[src/rtl/twos_comp_sequencer.sv]
// Bit-serial two's-complement negate/add/subtract/increment using one shared full adder.
// Optional abort input enabled by defining TWOS_SEQ_ABORT_EN.
//
// state | meaning
// IDLE  | waiting for an operation, start_ready=1
// RUN   | one result bit per cycle through the shared adder
// DONE  | result held until the consumer takes it
module twos_comp_sequencer #(
  parameter int WIDTH = 4
) (
  input  logic             clk,
  input  logic             rst_n,
  input  logic             start_valid,
  output logic             start_ready,
  input  logic [1:0]       op,
  input  logic [WIDTH-1:0] a,
  input  logic [WIDTH-1:0] b,
`ifdef TWOS_SEQ_ABORT_EN
  input  logic             abort,
`endif
  output logic             done_valid,
  input  logic             done_ready,
  output logic [WIDTH-1:0] result,
  output logic             carry_out,
  output logic             overflow
);

  localparam int IW = (WIDTH > 1) ? $clog2(WIDTH) : 1;

  typedef enum logic [1:0] {IDLE, RUN, DONE} state_t;

  state_t           state_q, state_d;
  logic [IW-1:0]    idx_q, idx_d;
  logic [WIDTH-1:0] eff_a_q, eff_a_d;
  logic [WIDTH-1:0] eff_b_q, eff_b_d;
  logic             carry_q, carry_d;
  logic [WIDTH-1:0] result_q, result_d;
  logic             carry_out_q, carry_out_d;
  logic             overflow_q, overflow_d;
  logic             done_valid_q, done_valid_d;
  logic             sum_bit, carry_new, abort_hit;

`ifdef TWOS_SEQ_ABORT_EN
  assign abort_hit = abort;
`else
  assign abort_hit = 1'b0;
`endif

  always_comb begin
    state_d      = state_q;
    idx_d        = idx_q;
    eff_a_d      = eff_a_q;
    eff_b_d      = eff_b_q;
    carry_d      = carry_q;
    result_d     = result_q;
    carry_out_d  = carry_out_q;
    overflow_d   = overflow_q;
    done_valid_d = done_valid_q;
    sum_bit      = eff_a_q[idx_q] ^ eff_b_q[idx_q] ^ carry_q;
    carry_new    = (eff_a_q[idx_q] & eff_b_q[idx_q]) |
                   (carry_q & (eff_a_q[idx_q] ^ eff_b_q[idx_q]));
    case (state_q)
      IDLE: begin
        if (start_valid) begin
          eff_a_d = (op == 2'b00) ? ~a : a;
          case (op)
            2'b01:   eff_b_d = b;
            2'b10:   eff_b_d = ~b;
            default: eff_b_d = '0;
          endcase
          carry_d = (op != 2'b01);
          idx_d   = '0;
          state_d = RUN;
        end
      end
      RUN: begin
        result_d[idx_q] = sum_bit;
        carry_d         = carry_new;
        if (idx_q == IW'(WIDTH - 1)) begin
          // carry_q here is the carry into the MSB
          carry_out_d  = carry_new;
          overflow_d   = carry_q ^ carry_new;
          done_valid_d = 1'b1;
          state_d      = DONE;
        end else begin
          idx_d = idx_q + 1'b1;
        end
      end
      DONE: begin
        if (done_ready) begin
          done_valid_d = 1'b0;
          state_d      = IDLE;
        end
      end
      default: state_d = IDLE;
    endcase
    if (abort_hit && (state_q != IDLE)) begin
      state_d      = IDLE;
      done_valid_d = 1'b0;
      result_d     = '0;
      carry_out_d  = 1'b0;
      overflow_d   = 1'b0;
    end
  end

  always_ff @(posedge clk or negedge rst_n) begin
    if (!rst_n) begin
      state_q      <= IDLE;
      idx_q        <= '0;
      eff_a_q      <= '0;
      eff_b_q      <= '0;
      carry_q      <= 1'b0;
      result_q     <= '0;
      carry_out_q  <= 1'b0;
      overflow_q   <= 1'b0;
      done_valid_q <= 1'b0;
    end else begin
      state_q      <= state_d;
      idx_q        <= idx_d;
      eff_a_q      <= eff_a_d;
      eff_b_q      <= eff_b_d;
      carry_q      <= carry_d;
      result_q     <= result_d;
      carry_out_q  <= carry_out_d;
      overflow_q   <= overflow_d;
      done_valid_q <= done_valid_d;
    end
  end

  assign start_ready = (state_q == IDLE);
  assign done_valid  = done_valid_q;
  assign result      = result_q;
  assign carry_out   = carry_out_q;
  assign overflow    = overflow_q;

endmodule

[config.mk]
export PLATFORM = sky130hd
export DESIGN_NAME = twos_comp_sequencer
export DESIGN_NICKNAME = d
export VERILOG_FILES = /design/src/rtl/twos_comp_sequencer.sv
export SDC_FILE = /design/constraint.sdc
export NUM_CORES = 1
export LEC_CHECK = 0
export ABC_AREA = 1
export CAP_MARGIN = 20
export CORE_MARGIN = 2
export CORE_UTILIZATION = 68
export CTS_BUF_LIST = sky130_fd_sc_hd__clkbuf_4
export DETAILED_ROUTE_END_ITERATION = 7
export DONT_BUFFER_PORTS = 1
export PLACE_DENSITY_LB_ADDON = 0.25
export RECOVER_POWER = 100
export SYNTH_ARGS = -nofsm -noshare
export SYNTH_HDL_FRONTEND = slang
export SYNTH_SLANG_ARGS = --single-unit
[constraint.sdc]
create_clock -name clk -period 3.8 [get_ports clk]
set_clock_uncertainty 0.1 [all_clocks]
set_input_delay 0.57 -clock clk [delete_from_list [all_inputs] [get_ports clk]]
set_output_delay 0.57 -clock clk [all_outputs]
set_load 0.02 [all_outputs]
# Yosys cells after proc, flatten, opt, wreduce, memory -nomap -nowiden
# Index checks and enable logic that the tools add are counted.
dict set report op_classes {
  addsub 1
  n_lt_le_gt_ge 2
  eq_ne 10
  muxes 21
  bitwise_logic 8
  reduce_logical 11
}
# operator n
set op_table {}
lappend op_table {{2-to-1 mux 2 bit} 5}
lappend op_table {{AND reduction 3 bit} 3}
lappend op_table {{inequality test 2 bit, second input constant} 4}
lappend op_table {{inverter 4 bit} 2}
lappend op_table {{one-hot mux 4 bit (2 select lines)} 1}
lappend op_table {{equality test 2 bit, second input constant} 3}
lappend op_table {{2-to-1 mux 1 bit} 6}
lappend op_table {{one-hot mux 2 bit (3 select lines)} 1}
lappend op_table {{AND reduction 2 bit} 3}
lappend op_table {{binary-select mux 1 bit (select 2 bit)} 2}
lappend op_table {{bitwise mux 4 bit} 1}
lappend op_table {{equality test 2 x 1 -> 1 bit, second input constant} 2}
lappend op_table {{zero test 2 bit} 2}
lappend op_table {{2-to-1 mux 4 bit} 1}
lappend op_table {{one-hot mux 1 bit (2 select lines)} 2}
lappend op_table {{one-hot mux 2 bit (2 select lines)} 1}
lappend op_table {{nonzero test 2 bit} 2}
lappend op_table {{< comparator 2 x 3 -> 1 bit, second input constant} 1}
lappend op_table {{XOR 1 bit} 3}
lappend op_table {{adder 2 x 1 -> 2 bit, second input constant} 1}
lappend op_table {{AND 1 bit} 2}
lappend op_table {{demux 1 bit (select 2 bit)} 1}
lappend op_table {{>= comparator 2 x 1 -> 1 bit, second input constant} 1}
lappend op_table {{inequality test 2 x 1 -> 1 bit, second input constant} 1}
lappend op_table {{2 further kinds} 2}
dict set report word_totals {
  register_bits 20
  inputBits 14
  word_cells 62
}

# Depth between registers and ports, before layout
dict set report depth {
  ltp_word 6
  ltp_mapped 9
  depth_no_buf 9
}

# Worst setup path before layout
# Ideal clock, no wire load.
dict set report synth_timing {
  path_kind {reg2reg}
  from {register idx_q[0]}
  to {register overflow_q (netlist: overflow)}
  t_arrival_ns 1.582
  required_time_ns 3.584
  setup_slack_ns 2.001
  stages_incl_launch_ff 8
  period_less_slack_ns 1.799
  cell_sequence {dfrtp_1 clkinv_1 o211ai_1 nand2_1 fa_1 xor2_1 nand2_1 nand2_1}
}
dict set report synth_via {
  elab_chain_len 6
  elab_cells_between_ends 11
}
# item line_no
set synth_rtl {}
lappend synth_rtl {{start, declared} 33} ;# logic [IW-1:0] idx_q, idx_d;
lappend synth_rtl {{start signal, assigned} 119} ;# idx_q <= idx_d;
lappend synth_rtl {{binary-select mux 1 bit (select 2 bit)} {60, 61}}
lappend synth_rtl {{2-to-1 mux 1 bit (implied by the code)} {60, 61}}
lappend synth_rtl {{XOR 1 bit} 61} ;# (carry_q & (eff_a_q[idx_q] ^ eff_b_q[idx_q]));
lappend synth_rtl {{AND 1 bit} 61}
lappend synth_rtl {{OR 1 bit (*)} 60} ;# carry_new = (eff_a_q[idx_q] & eff_b_q[idx_q]) |
lappend synth_rtl {{via carry_new} 41} ;# logic sum_bit, carry_new, abort_hit;
lappend synth_rtl {{XOR 1 bit (*)} 82} ;# overflow_d = carry_q ^ carry_new;
lappend synth_rtl {{end signal, assigned} 125} ;# overflow_q <= overflow_d;
lappend synth_rtl {{end, declared} 39} ;# logic overflow_q, overflow_d;
# The timed path passes the listed nets; every way through them passes the cells marked *. The select of a mux whose other input is x is not followed.
# A chain may end at the register's enable or synchronous reset.

# Final worst setup path
# Same ends and word-level chain as after synthesis.

==> impl_metrics.ini <==
[run_status]
status = finished, final reports clean

[critical_path]
cp.required_ns = 3.91
critPathKind = reg2reg
path_cells = clkinv_1 -> o211ai_1 -> nand2_1 -> fa_1 -> xor2_1 -> nand2_1 -> nand2_1
slowest_delay_ns = 0.45
start_kind = flop
crit_top_cell = nand2_1
crit_arrival_ns = 2.12
critical_path.top_delay_family = adder cells
path_max_fanout = 11
end_kind = flop
worst-path-buf-inv = 1
crit_slowest_cell = fa_1

[synthesis]
syn_nets = 165
yosysTopAreaCellShare = 0.449
synth_top_cell_by_area = dfrtp_1
synth-seq-area-share = 0.449
ys_ff_latch = 20
avgSynthCellArea_um2 = 7.64
syn-instance-count = 146
yosysWarnings = 0
synth.area.top_cells = dfrtp_1 45%, nand2_1 23%, nand3_1 5.8%, inv_1 5.7%, ha_1 4.5%
netlist_area_mm2 = 0.00111
synth_cell_types = 18

[clocking]
postCtsResizedCells = 0
cts_tree = yes
ctsHoldBuffers = 1
cts-root-buf = clkbuf_4
cts_buffers = 3
clockBufferDepth = 2
post_cts_buffers = 0
clk_pin_slew_worst_paths_ns = 0.11
htree_levels = 1
cts_sinks = 20
clk_latency_ns = 0.30

[sta]
finalWorstSetupSlack_ns = 1.78
tightestPinTransition_ns = 0.857
max_freq_ghz = 0.496
rsz0062_at_grt = no
min_period_over_period = 0.531
finalHoldViolCount = 0
drv_slew = 0
layout_min_cycle_time_ns = 2.02
slew_headroom = 0.427
setup_viol = 0
finalSetupTns_ns = 0

[floorplan]
fp.coreArea_mm2 = 0.00152
boundaryPins = 22
rows = 14
die_height_um = 44.5
initial_utilization = 0.732
die_w_um = 44.5
die-area_mm2 = 0.00198

[global_route]
top_usage_layer = met2
grt_pass1_wl_mm = 3.29
grt_pass1_vias = 888
grt_util_all_layers = 0.230
grt_max_degree = 21
use_met2 = 0.409
use_met1 = 0.259
grt_antenna_before_repair = 0
grt_util_met3 = 0.0367
grt-ovfl-total = 0

[placement]
io_buffers = 0
pre_cts_slack_ns = 1.85
routabilityCongestion = 0.752
dp_cells = 161
hpwlAfterDp_mm = 1.51

[finish]
num_antenna_cells = 0
fin_nets = 170
drive_gt1_frac = 0.0467
fillCellCount = 127
area_growth_pct = 3.59
final_cells = 166

[power_and_ir_drop]
powerDensity_mw_per_mm2 = 828
p_leak_nw = 0.658
ir_drop_mv = 0.412

[detailed_routing]
vias_per_cell = 5.53
drc = 0
drt_iter0_drc = 18
drt_first_pass_iters = 6
route.vias.total = 918
ant_nets = 0
wirelength_mm = 1.95
wl_per_cell_um = 11.8

[flow_run]
maxCapViolations = 0

[worst_hold_path]
hold_class = in2reg
## logic make-up after synthesis
| kind of cell | count (synthesis) | synth area share |
|---|---|---|
| adders and majority gates | 5 | 0.0629 |
| AOI/OAI and AO/OA | 9 | 0.0516 |
| buffers and inverters | 20 | 0.0741 |
| xor gates and xnor gates | 1 | 0.00786 |
| and+or+nand+nor | 91 | 0.355 |
| DFF | 20 | 0.449 |
## per-layer routing
layer,vias up,share of wire
li1,461,-
met1,417,0.43
met2,31,0.49
met3,9,0.046
met4,0,0.027
met5,-,0
## area by class of cell
class	count	area [um2]	share of cell area
Multi-Input combinational cell	106	527	0.456
Clock buffer	3	22.5	0.0195
Timing Repair Buffer	1	10.0	0.00867
Tap cell	16	20.0	0.0173
Clock inverter	1	3.75	0.00325
Inverter	19	71.3	0.0618
Sequential cell	20	500	0.433
## layout by cell type, fill, tap and decap left out, drive strengths merged
cell type,n
inv,18
dlygate4sd3,1
nand2,70
o31ai,1
ha,4
o211ai,4
o21ai,4
xor2,1
dfrtp,20
nor2,4
nand3b,4
nand3,13
clkinv,2
fa,1
clkbuf,3
## synth_stat cells
cell type / number
nand2_1: 67
dfrtp_1: 20
inv_1: 17
nand3_1: 13
ha_1: 4
nand3b_1: 4
o211ai_1: 4
nand2_2: 3
o21ai_0: 3
nor2_1: 2
nor2_4: 2
buf_6: 1
clkinv_1: 1
fa_1: 1
inv_2: 1
o21ai_1: 1
o31ai_1: 1
xor2_1: 1
## worst paths after layout
check / endpoint / slack [ns] / cells after the start / start
min in group asynchronous: result[1]$_DFFE_PN0P_ / 0.71 / 1 / rst_n
max: overflow$_DFFE_PN0P_ / 1.78 / 7 / idx_q[0]$_DFFE_PN0P_
max reg2reg: overflow$_DFFE_PN0P_ / 1.78 / 7 / idx_q[0]$_DFFE_PN0P_
max in group asynchronous: done_valid$_DFFE_PN0P_ / 2.36 / 1 / rst_n
min: state_q[1]$_DFFE_PN0P_ / 0.25 / 1 / done_ready
min reg2reg: eff_b_q[2]$_DFFE_PN0P_ / 0.39 / 2 / eff_b_q[2]$_DFFE_PN0P_
## stage by stage
step | area (um2) | hold WS (ns) | util | power (mW)
2_1_floorplan | 1110 | 0.174 | - | 0.776
3_3_place_gp | 1120 | 0.175 | 0.737 | 0.834
3_5_place_dp | 1120 | 0.175 | 0.737 | 0.860
4_1_cts | 1160 | 0.256 | 0.761 | 0.964
5_1_grt | 1150 | 0.255 | 0.758 | 1.05
6_report | 1150 | 0.246 | 0.758 | 0.956
## registers in the layout, summed over array words and instances, names as in the netlist
signal	flops
idx_q	2
eff_b_q	4
state_q	2
done_valid	1
carry_q	1
eff_a_q	4
overflow	1
result	4
carry_out	1
## report_power, final
group | internal [mW] | switching, mW | leakage, nW | total (mW)
Clock | 0.0383 | 0.0633 | 0.0154 | 0.102
Sequential | 0.315 | 0.119 | 0.249 | 0.434
Combinational | 0.147 | 0.273 | 0.393 | 0.421
(Power assumes the default switching activity.)
